### src/rtl/wb_vram_arbiter.sv
// wb_vram_arbiter: two-master Wishbone arbiter for the shared VRAM slave.
// Master 0 (display refill) has priority. A starvation counter forces the
// CPU (master 1) through after MAX_M0_GRANTS display grants. A watchdog
// aborts hung cycles with a one-cycle error pulse.
//
// Ports:
//   clk, rst             bus clock, async active-high reset
//   m0_* / m1_*          Wishbone master ports (cyc, stb, addr, cti, bte,
//                        sel, we, data in; data, ack, err out)
//   s_*                  Wishbone port towards the VRAM slave
//   gnt_o                one-hot current owner, 2'b00 when idle
module wb_vram_arbiter #(
    parameter int MAX_M0_GRANTS = 4,
    parameter int TIMEOUT       = 255
) (
    input  logic        clk,
    input  logic        rst,

    input  logic        m0_cyc_i,
    input  logic        m0_stb_i,
    input  logic [31:2] m0_addr_i,
    input  logic [2:0]  m0_cti_i,
    input  logic [1:0]  m0_bte_i,
    input  logic [3:0]  m0_sel_i,
    input  logic        m0_we_i,
    input  logic [31:0] m0_data_i,
    output logic [31:0] m0_data_o,
    output logic        m0_ack_o,
    output logic        m0_err_o,

    input  logic        m1_cyc_i,
    input  logic        m1_stb_i,
    input  logic [31:2] m1_addr_i,
    input  logic [2:0]  m1_cti_i,
    input  logic [1:0]  m1_bte_i,
    input  logic [3:0]  m1_sel_i,
    input  logic        m1_we_i,
    input  logic [31:0] m1_data_i,
    output logic [31:0] m1_data_o,
    output logic        m1_ack_o,
    output logic        m1_err_o,

    output logic        s_cyc_o,
    output logic        s_stb_o,
    output logic        s_we_o,
    output logic [31:2] s_addr_o,
    output logic [2:0]  s_cti_o,
    output logic [1:0]  s_bte_o,
    output logic [3:0]  s_sel_o,
    output logic [31:0] s_data_o,
    input  logic [31:0] s_data_i,
    input  logic        s_ack_i,

    output logic [1:0]  gnt_o
);

    typedef enum logic [1:0] {
        IDLE = 2'd0,
        GNT0 = 2'd1,
        GNT1 = 2'd2
    } state_t;

    localparam logic [3:0] LP_MAXG = 4'(MAX_M0_GRANTS);
    localparam logic [7:0] LP_TO   = 8'(TIMEOUT);

    state_t     r_state;
    state_t     w_next;
    logic [3:0] r_starve;
    logic [3:0] w_starve_nxt;
    logic [7:0] r_wd;
    logic [7:0] w_wd_nxt;
    logic       w_timeout;
    logic       w_own_stb;

    // Counter is only nonzero while granted, so no state qualifier needed
    // beyond excluding IDLE.
    assign w_timeout = (r_state != IDLE) && (r_wd == LP_TO);

    assign w_own_stb = ((r_state == GNT0) && m0_stb_i) ||
                       ((r_state == GNT1) && m1_stb_i);

    // Read data is broadcast; only ack qualifies it.
    assign m0_data_o = s_data_i;
    assign m1_data_o = s_data_i;

    always_ff @(posedge clk or posedge rst) begin
        if (rst) begin
            r_state  <= IDLE;
            r_starve <= 4'd0;
            r_wd     <= 8'd0;
        end else begin
            r_state  <= w_next;
            r_starve <= w_starve_nxt;
            r_wd     <= w_wd_nxt;
        end
    end

    always_comb begin
        w_next       = r_state;
        w_starve_nxt = r_starve;
        w_wd_nxt     = r_wd;

        unique case (r_state)
            IDLE: begin
                if (m0_cyc_i && (!m1_cyc_i || (r_starve < LP_MAXG)))
                    w_next = GNT0;
                else if (m1_cyc_i)
                    w_next = GNT1;
            end
            GNT0: begin
                if (w_timeout || !m0_cyc_i)
                    w_next = IDLE;
            end
            GNT1: begin
                if (w_timeout || !m1_cyc_i)
                    w_next = IDLE;
            end
            default: w_next = IDLE;
        endcase

        // Starvation counts only display grants that jumped a waiting CPU.
        if (!m1_cyc_i)
            w_starve_nxt = 4'd0;
        else if (r_state == IDLE && w_next == GNT1)
            w_starve_nxt = 4'd0;
        else if (r_state == IDLE && w_next == GNT0 && r_starve != 4'hF)
            w_starve_nxt = r_starve + 4'd1;

        if (r_state == IDLE || s_ack_i || w_timeout)
            w_wd_nxt = 8'd0;
        else if (w_own_stb)
            w_wd_nxt = r_wd + 8'd1;
    end

    always_comb begin
        s_cyc_o  = 1'b0;
        s_stb_o  = 1'b0;
        s_we_o   = 1'b0;
        s_addr_o = '0;
        s_cti_o  = 3'd0;
        s_bte_o  = 2'd0;
        s_sel_o  = 4'd0;
        s_data_o = 32'd0;
        m0_ack_o = 1'b0;
        m0_err_o = 1'b0;
        m1_ack_o = 1'b0;
        m1_err_o = 1'b0;
        gnt_o    = 2'b00;

        unique case (r_state)
            GNT0: begin
                s_cyc_o  = m0_cyc_i && !w_timeout;
                s_stb_o  = m0_stb_i && !w_timeout;
                s_we_o   = m0_we_i;
                s_addr_o = m0_addr_i;
                s_cti_o  = m0_cti_i;
                s_bte_o  = m0_bte_i;
                s_sel_o  = m0_sel_i;
                s_data_o = m0_data_i;
                // A late ack on the abort cycle is dropped so err and ack
                // never coincide.
                m0_ack_o = s_ack_i && !w_timeout;
                m0_err_o = w_timeout;
                gnt_o    = 2'b01;
            end
            GNT1: begin
                s_cyc_o  = m1_cyc_i && !w_timeout;
                s_stb_o  = m1_stb_i && !w_timeout;
                s_we_o   = m1_we_i;
                s_addr_o = m1_addr_i;
                s_cti_o  = m1_cti_i;
                s_bte_o  = m1_bte_i;
                s_sel_o  = m1_sel_i;
                s_data_o = m1_data_i;
                m1_ack_o = s_ack_i && !w_timeout;
                m1_err_o = w_timeout;
                gnt_o    = 2'b10;
            end
            default: ;
        endcase
    end

endmodule
### config.mk
export PLATFORM = sky130hd
export DESIGN_NAME = wb_vram_arbiter
export DESIGN_NICKNAME = d
export VERILOG_FILES = /design/src/rtl/wb_vram_arbiter.sv
export SDC_FILE = /design/constraint.sdc
export NUM_CORES = 1
export LEC_CHECK = 0
export CAP_MARGIN = 40
export CORE_AREA = 2 2 126 128
export CTS_CLUSTER_DIAMETER = 100
export DETAILED_ROUTE_END_ITERATION = 8
export DIE_AREA = 0 0 128 130
export HOLD_SLACK_MARGIN = 0.1
export SYNTH_ARGS = -nofsm -noshare
export SYNTH_HDL_FRONTEND = slang
export SYNTH_SLANG_ARGS = --single-unit
### constraint.sdc
create_clock -name clk -period 4.56 [get_ports clk]
set_clock_uncertainty 0.05 [all_clocks]
set_input_delay 1.368 -clock clk [delete_from_list [all_inputs] [get_ports clk]]
set_output_delay 1.368 -clock clk [all_outputs]
set_load 0.1 [all_outputs]
==> results of run 1 <==
[per-layer routing]
layer	track usage (%)	vias up
met5	0	-
met4	2.327	0
met3	2.788	24
met2	19.82	144
met1	12.94	1318
li1	-	1400
[Yosys cell counts]
master     number
a2111o_1        1
a21boi_2        1
a21oi_1         3
a22o_1          2
a22oi_1        72
a31o_2          1
and2_1          3
and3_1          2
and3_2          1
buf_1           7
buf_2           1
buf_4          64
clkbuf_1       19
dfrtp_1        14
ha_1            7
inv_1           4
mux2i_1         3
nand2_1         8
nand2b_1        2
nand3_1         1
nand4_1         3
nand4_2         1
nand4b_1        1
nor2_1         11
nor2b_1        73
nor3_1          1
nor3b_1         1
o211a_1         2
o211ai_1        2
o21a_1          1
o21ai_0         3
o21ba_2         1
o22ai_1         2
o2bb2ai_1       1
or2_1           1
or2_2           1
or3_1           2
or3_2           1
or3b_1          1
xnor2_1         1
xor2_1          4
[power by group through the flow]
stage | combinational [uW] | sequential [uW] | clock [uW]
floorplan | 2830 | 154 | 0
global placement | 3920 | 158 | 0
detailed placement | 3950 | 160 | 0
CTS | 3960 | 158 | 187
global route | 4060 | 162 | 194
finish | 3920 | 158 | 182
[worst max-delay path by stage]
stage	depth (start not counted)	startpoint	end	slack [ns]
after floorplan	7	r_state[0]$_DFF_PP0_	s_addr_o[11]	0.05
after global placement	4	m1_cyc_i	s_cyc_o	0.64
after detailed placement	4	m1_cyc_i	s_cyc_o	0.60
after CTS	4	m1_cyc_i	s_cyc_o	0.61
after global routing	4	m1_cyc_i	s_cyc_o	0.56
final	4	m1_cyc_i	s_cyc_o	0.61
[metrics by stage]
| stage | hold WS (ns) | power (uW) | cell area [sq um] | utilization [%] |
|---|---|---|---|---|
| floorplan | 0.4622 | 2988 | 2666 | - |
| finish | 0.5140 | 4254 | 5530 | 35.85 |
| detailed placement | 0.4973 | 4109 | 5441 | 35.28 |
| global placement | 0.4885 | 4082 | 5441 | 35.28 |
| CTS | 0.5120 | 4300 | 5530 | 35.85 |
| global route | 0.5520 | 4419 | 5530 | 35.85 |
[registers in the layout, summed over array words and instances, names as in the netlist]
name and cells:
r_state 2, r_starve 4, r_wd 8
[worst max-delay path, delay by kind of cell]
family / cells / cell delay (ns)
buffers and inverters: 2 / 0.86
multiplexers: 1 / 0.15
AND/OR/NAND/NOR: 1 / 0.15
[cell type report]
type	instances	area share (%)
multi-input cells	221	31.20
repair buffers	236	56.24
well taps	192	4.344
clock buffers	4	1.606
flip-flops and latches	14	6.335
inverters	4	0.2715
[logic make-up after synthesis]
family	after synthesis	share of synthesized area, %
buffers and inverters	95	24.10
AOI/OAI and AO/OA	92	27.94
adders and majority gates	7	3.530
DFF	14	14.12
muxes	3	1.210
and+or+nand+nor	114	27.33
xor gates and xnor gates	5	1.765
==> out/metrics.cfg, run 1 <==
[placement]
place.gp.congestion=0.7515
port_buffers=230
placedCellCount=667
placement.setup.worst_slack_ns=0.6050
dp_hpwl_um=8428

[global_routing]
grt-ovfl-total=0
grtUsageTotal_pct=10.89
grt_pass1_wl_um=14700
antenna_found_initial=0
grt_max_degree=43
grt_pass1_vias=2840

[run]
drv_cap=0

[detailed_routing]
wirelength_met1_um=3982
drc=0
ant_nets=0
drt-pass1-iter-count=4
vias=2886
top_layer_used=met4
drtIter0Drc=103
finalWirelength_um=10280
routedWlPerCell_um=15.32
dr_wl_met2_um=5249
routed_via_density=4.301
route.met3.wl_um=928

[sta]
slew_violations=0
post-route-min-period_ns=3.949
layout_setup_ws_ns=0.6105
hold_viol=0
rsz0062_at_grt=no
relSlewSlack_pct=62.83
fin_setup_tns_ns=0
worst_slew_pin_slew_ns=0.5570
fmax_mhz=253.2
setup_viol=0
fin_crit_sh_pct=86.61

[run_status]
status=complete, no violations

[cts]
htree_num_levels=1
clk_root_buffer_cell=clkbuf_16
cts_setup_buffers=0
cts_resized=0
cts_tree=yes
clockBufferDepth=2
cts_buffers=3
cts_hold_buf=0
clkSlewWorstSetupHoldPaths_ns=0.04
clock_latency_ns=0.24
cts_sinks=14

[floorplanning]
core_area_sq_um=15420
die_x_um=128
start_util_pct=16.09
die_h_um=130
rows=46
dieArea_sq_um=16640
num_io_pins=327

[logic_synthesis]
synth_seq_area_share_pct=14.12
syn_inst=330
synth-seq-cells=14
yosysTopAreaCell=a22oi_1
yosys-top-cells-area=a22oi_1 (22%), buf_4 (19%), nor2b_1 (18%), dfrtp_1 (14%), ha_1 (3.5%)
syn-num-nets=520
postSynthAreaPerCell_sq_um=7.519
synth_cell_types=41
syn_area_sq_um=2481
synth_top_area_share_pct=21.79
ys.warnings.count=0

[setup_path]
end_kind=output pin
r2r_end=r_wd[7]$_DFFE_PP0P_
r2r_cells=7
r2r-start=r_state[0]$_DFF_PP0_
crit_chain=clkdlybuf4s50_1 > mux2i_1 > nor2_2 > buf_12
startpoint_type=primary input
path_class=in -> out
cp_slowest_cell=clkdlybuf4s50_1
ff2ff_setup_slack_ns=2.03
cpPeakStageDelay_ns=0.67
cp.arrival_ns=2.53
crit_fanout=11
crit_required_ns=3.14

[cells_and_area]
layout-drive-gt1-share_pct=36.33
layout_commonest_cell=clkdlybuf4s50_1
seq_area_sq_um=350.3
nFillCells=1549
layout_common_cells=clkdlybuf4s50_1 (150), buf_12 (77), a22oi_1 (72), nor2b_2 (72), dfrtp_1 (14)
multi_input_area_sq_um=1725
final_nets=670
diodes=0
synthToLayoutAreaGrowth_pct=122.9
final_cells=671

[power_and_ir_drop]
p_per_area_nw_per_um2=769.3
p_int_uw=1712
switching_share_pct=59.75
ir_worst_vdd_v=0.0004374
pwr-share-clk_pct=4.3
seq_power_share_pct=3.7
power_leakage_uw=0.002041
switching_power_uw=2542
p_comb_share_pct=92.0

[min_path]
hold_class=reg -> reg
hold_start=r_starve[3]$_DFFE_PP0P_
hold-path-cell-count=2
hold_end=r_starve[3]$_DFFE_PP0P_

No activity file was read; power rests on OpenSTA's default activity.
==> run 2, diff against run 1 <==
--- a/config.mk
+++ b/config.mk
@@ -11,6 +11,7 @@
 export DETAILED_ROUTE_END_ITERATION = 8
 export DIE_AREA = 0 0 128 130
 export HOLD_SLACK_MARGIN = 0.1
+export SLEW_MARGIN = 20
 export SYNTH_ARGS = -nofsm -noshare
 export SYNTH_HDL_FRONTEND = slang
 export SYNTH_SLANG_ARGS = --single-unit
==> results of run 2 <==
Same layout as run 1: the final DEF is identical, and so are final timing and power.
==> run 3, diff against run 2 <==
--- a/config.mk
+++ b/config.mk
@@ -6,11 +6,12 @@
 export NUM_CORES = 1
 export LEC_CHECK = 0
 export CAP_MARGIN = 40
-export CORE_AREA = 2 2 126 128
+export CORE_AREA = 2 2 128 130
 export CTS_CLUSTER_DIAMETER = 100
 export DETAILED_ROUTE_END_ITERATION = 8
-export DIE_AREA = 0 0 128 130
+export DIE_AREA = 0 0 130 132
 export HOLD_SLACK_MARGIN = 0.1
+export PLACE_DENSITY_LB_ADDON = 0.08
 export SLEW_MARGIN = 20
 export SYNTH_ARGS = -nofsm -noshare
 export SYNTH_HDL_FRONTEND = slang
==> constraint.sdc (replaced) <==
create_clock -name clk -period 3.3 [get_ports clk]
set_clock_uncertainty 0.05 [all_clocks]
set_input_delay 0.99 -clock clk [delete_from_list [all_inputs] [get_ports clk]]
set_output_delay 0.99 -clock clk [all_outputs]
set_load 0.1 [all_outputs]
==> out/metrics.cfg, run 3 (synthesized netlist as in run 1, its figures left out) <==
[run_status]
status=complete, no violations

[cells_and_area]
reg_top3=r_wd (8), r_starve (4), r_state (2)
post-route-util_pct=38.53
final_nets=675
diodes=0
layout_common_cells=clkdlybuf4s50_1 (150), buf_12 (83), a22oi_1 (72), nor2b_4 (72), dfrtp_1 (14)
layout_commonest_cell=clkdlybuf4s50_1
nFillCells=1549
multi_input_area_sq_um=2106
design_area_sq_um=6053
seq_area_sq_um=350.3
largest_reg_flops=8
max_flop_register=r_wd
layout-drive-gt1-share_pct=36.98
synthToLayoutAreaGrowth_pct=144.0
final_cells=700

[detailed_routing]
drtIter0Drc=124
finalWirelength_um=12900
top_layer_used=met4
routed_via_density=4.231
wirelength_met1_um=4541
drt-pass1-iter-count=4
vias=2962
drc=0
route.met3.wl_um=1009
dr_wl_met2_um=7110
routedWlPerCell_um=18.42
ant_nets=0

[sta]
fin_setup_tns_ns=0
worst_slew_pin_slew_ns=0.5743
hold_viol=0
slew_violations=0
post-route-min-period_ns=3.099
fin_crit_sh_pct=93.91
relSlewSlack_pct=61.67
fmax_mhz=322.7
rsz0062_at_grt=no
layout_setup_ws_ns=0.2010
setup_viol=0

[global_routing]
grt_pass1_vias=3085
grt_max_degree=56
antenna_found_initial=0
grt-ovfl-total=0
grt_pass1_wl_um=18750
grtUsageTotal_pct=14.31

[floorplanning]
die_x_um=130
start_util_pct=15.79
die_h_um=132
rows=46
core_area_sq_um=15710
num_io_pins=327
dieArea_sq_um=17160

[power_and_ir_drop]
power_leakage_uw=0.002311
ir_worst_vdd_v=0.0004335
p_per_area_nw_per_um2=1095

[placement]
dpl-instance-area_sq_um=5964
place.gp.congestion=0.7988
port_buffers=230
placement.setup.worst_slack_ns=0.2088
placedCellCount=696
dp_hpwl_um=10660

[cts]
clk_root_buffer_cell=clkbuf_16
cts_hold_buf=0
cts_buffers=3
clock_latency_ns=0.24
htree_num_levels=1
cts_sinks=14
cts_resized=0
clockBufferDepth=2
cts_tree=yes
cts_setup_buffers=0
clkSlewWorstSetupHoldPaths_ns=0.05

[setup_path]
r2r_end=r_wd[7]$_DFFE_PP0P_
crit_required_ns=2.26
crit_fanout=6
startpoint=r_state[0]$_DFF_PP0_
startpoint_type=flop
r2r-start=r_state[1]$_DFF_PP0_
ff2ff_setup_slack_ns=0.91
path_class=reg -> out
end_kind=output pin
r2r_cells=7
critical_path.endpoint=s_cyc_o
cp.arrival_ns=2.06

[run]
drv_cap=0

[min_path]
hold_class=reg -> reg

run 3: changes by cell type in the layout (fill, tap and decap cells not counted), moves of 2 or more:
| cell | delta |
|---|---|
| buf_12 | +6 |
| nor2_2 | -2 |
| nor2_4 | +2 |
| nor2b_2 | -72 |
| nor2b_4 | +72 |
run 3: area by class of cell:
class | count | share of cell area [%]
repair buffers | 241 | 53.25
multi-input cells | 221 | 34.79
flip-flops and latches | 14 | 5.788
well taps | 216 | 4.465
clock buffers | 4 | 1.468
inverters | 4 | 0.2480
run 3: per-layer routing:
metal / up-vias / global-route usage, %
met2: 144 / 28.21
met5: - / 0
met4: 0 / 3.405
met3: 24 / 2.719
met1: 1384 / 15.27
li1: 1410 / -
run 3: critical path: stages (launching register included):
cell and delay (ns):
dfrtp_1 0.44, inv_1 0.12, ha_2 0.23, nand4b_1 0.26
or2_2 0.35, nand2_1 0.18, nor2_4 0.07, buf_12 0.17
run 3: per-stage QoR:
step | power, uW | hold slack [ns]
2_1_floorplan | 4698 | 0.4622
3_3_place_gp | 6437 | 0.4899
3_5_place_dp | 6448 | 0.5069
4_1_cts | 6718 | 0.5184
5_1_grt | 6873 | 0.5455
6_report | 6628 | 0.5100
run 3: how the worst min path moves through the flow:
stage / start / end / depth (start not counted)
after global placement: r_wd[7]$_DFFE_PP0P_ / r_wd[7]$_DFFE_PP0P_ / 2
final: r_starve[3]$_DFFE_PP0P_ / r_starve[3]$_DFFE_PP0P_ / 2
after floorplan: r_wd[1]$_DFFE_PP0P_ / r_wd[1]$_DFFE_PP0P_ / 2
after detailed placement: r_wd[6]$_DFFE_PP0P_ / r_wd[6]$_DFFE_PP0P_ / 2
after CTS: r_starve[3]$_DFFE_PP0P_ / r_starve[3]$_DFFE_PP0P_ / 2
after global routing: r_wd[7]$_DFFE_PP0P_ / r_wd[7]$_DFFE_PP0P_ / 2
run 3: power by group:
part           switching (uW)  internal (uW)
combinational            3700           2450
clock                    67.4            183
sequential               27.4            192
total                    3800           2830
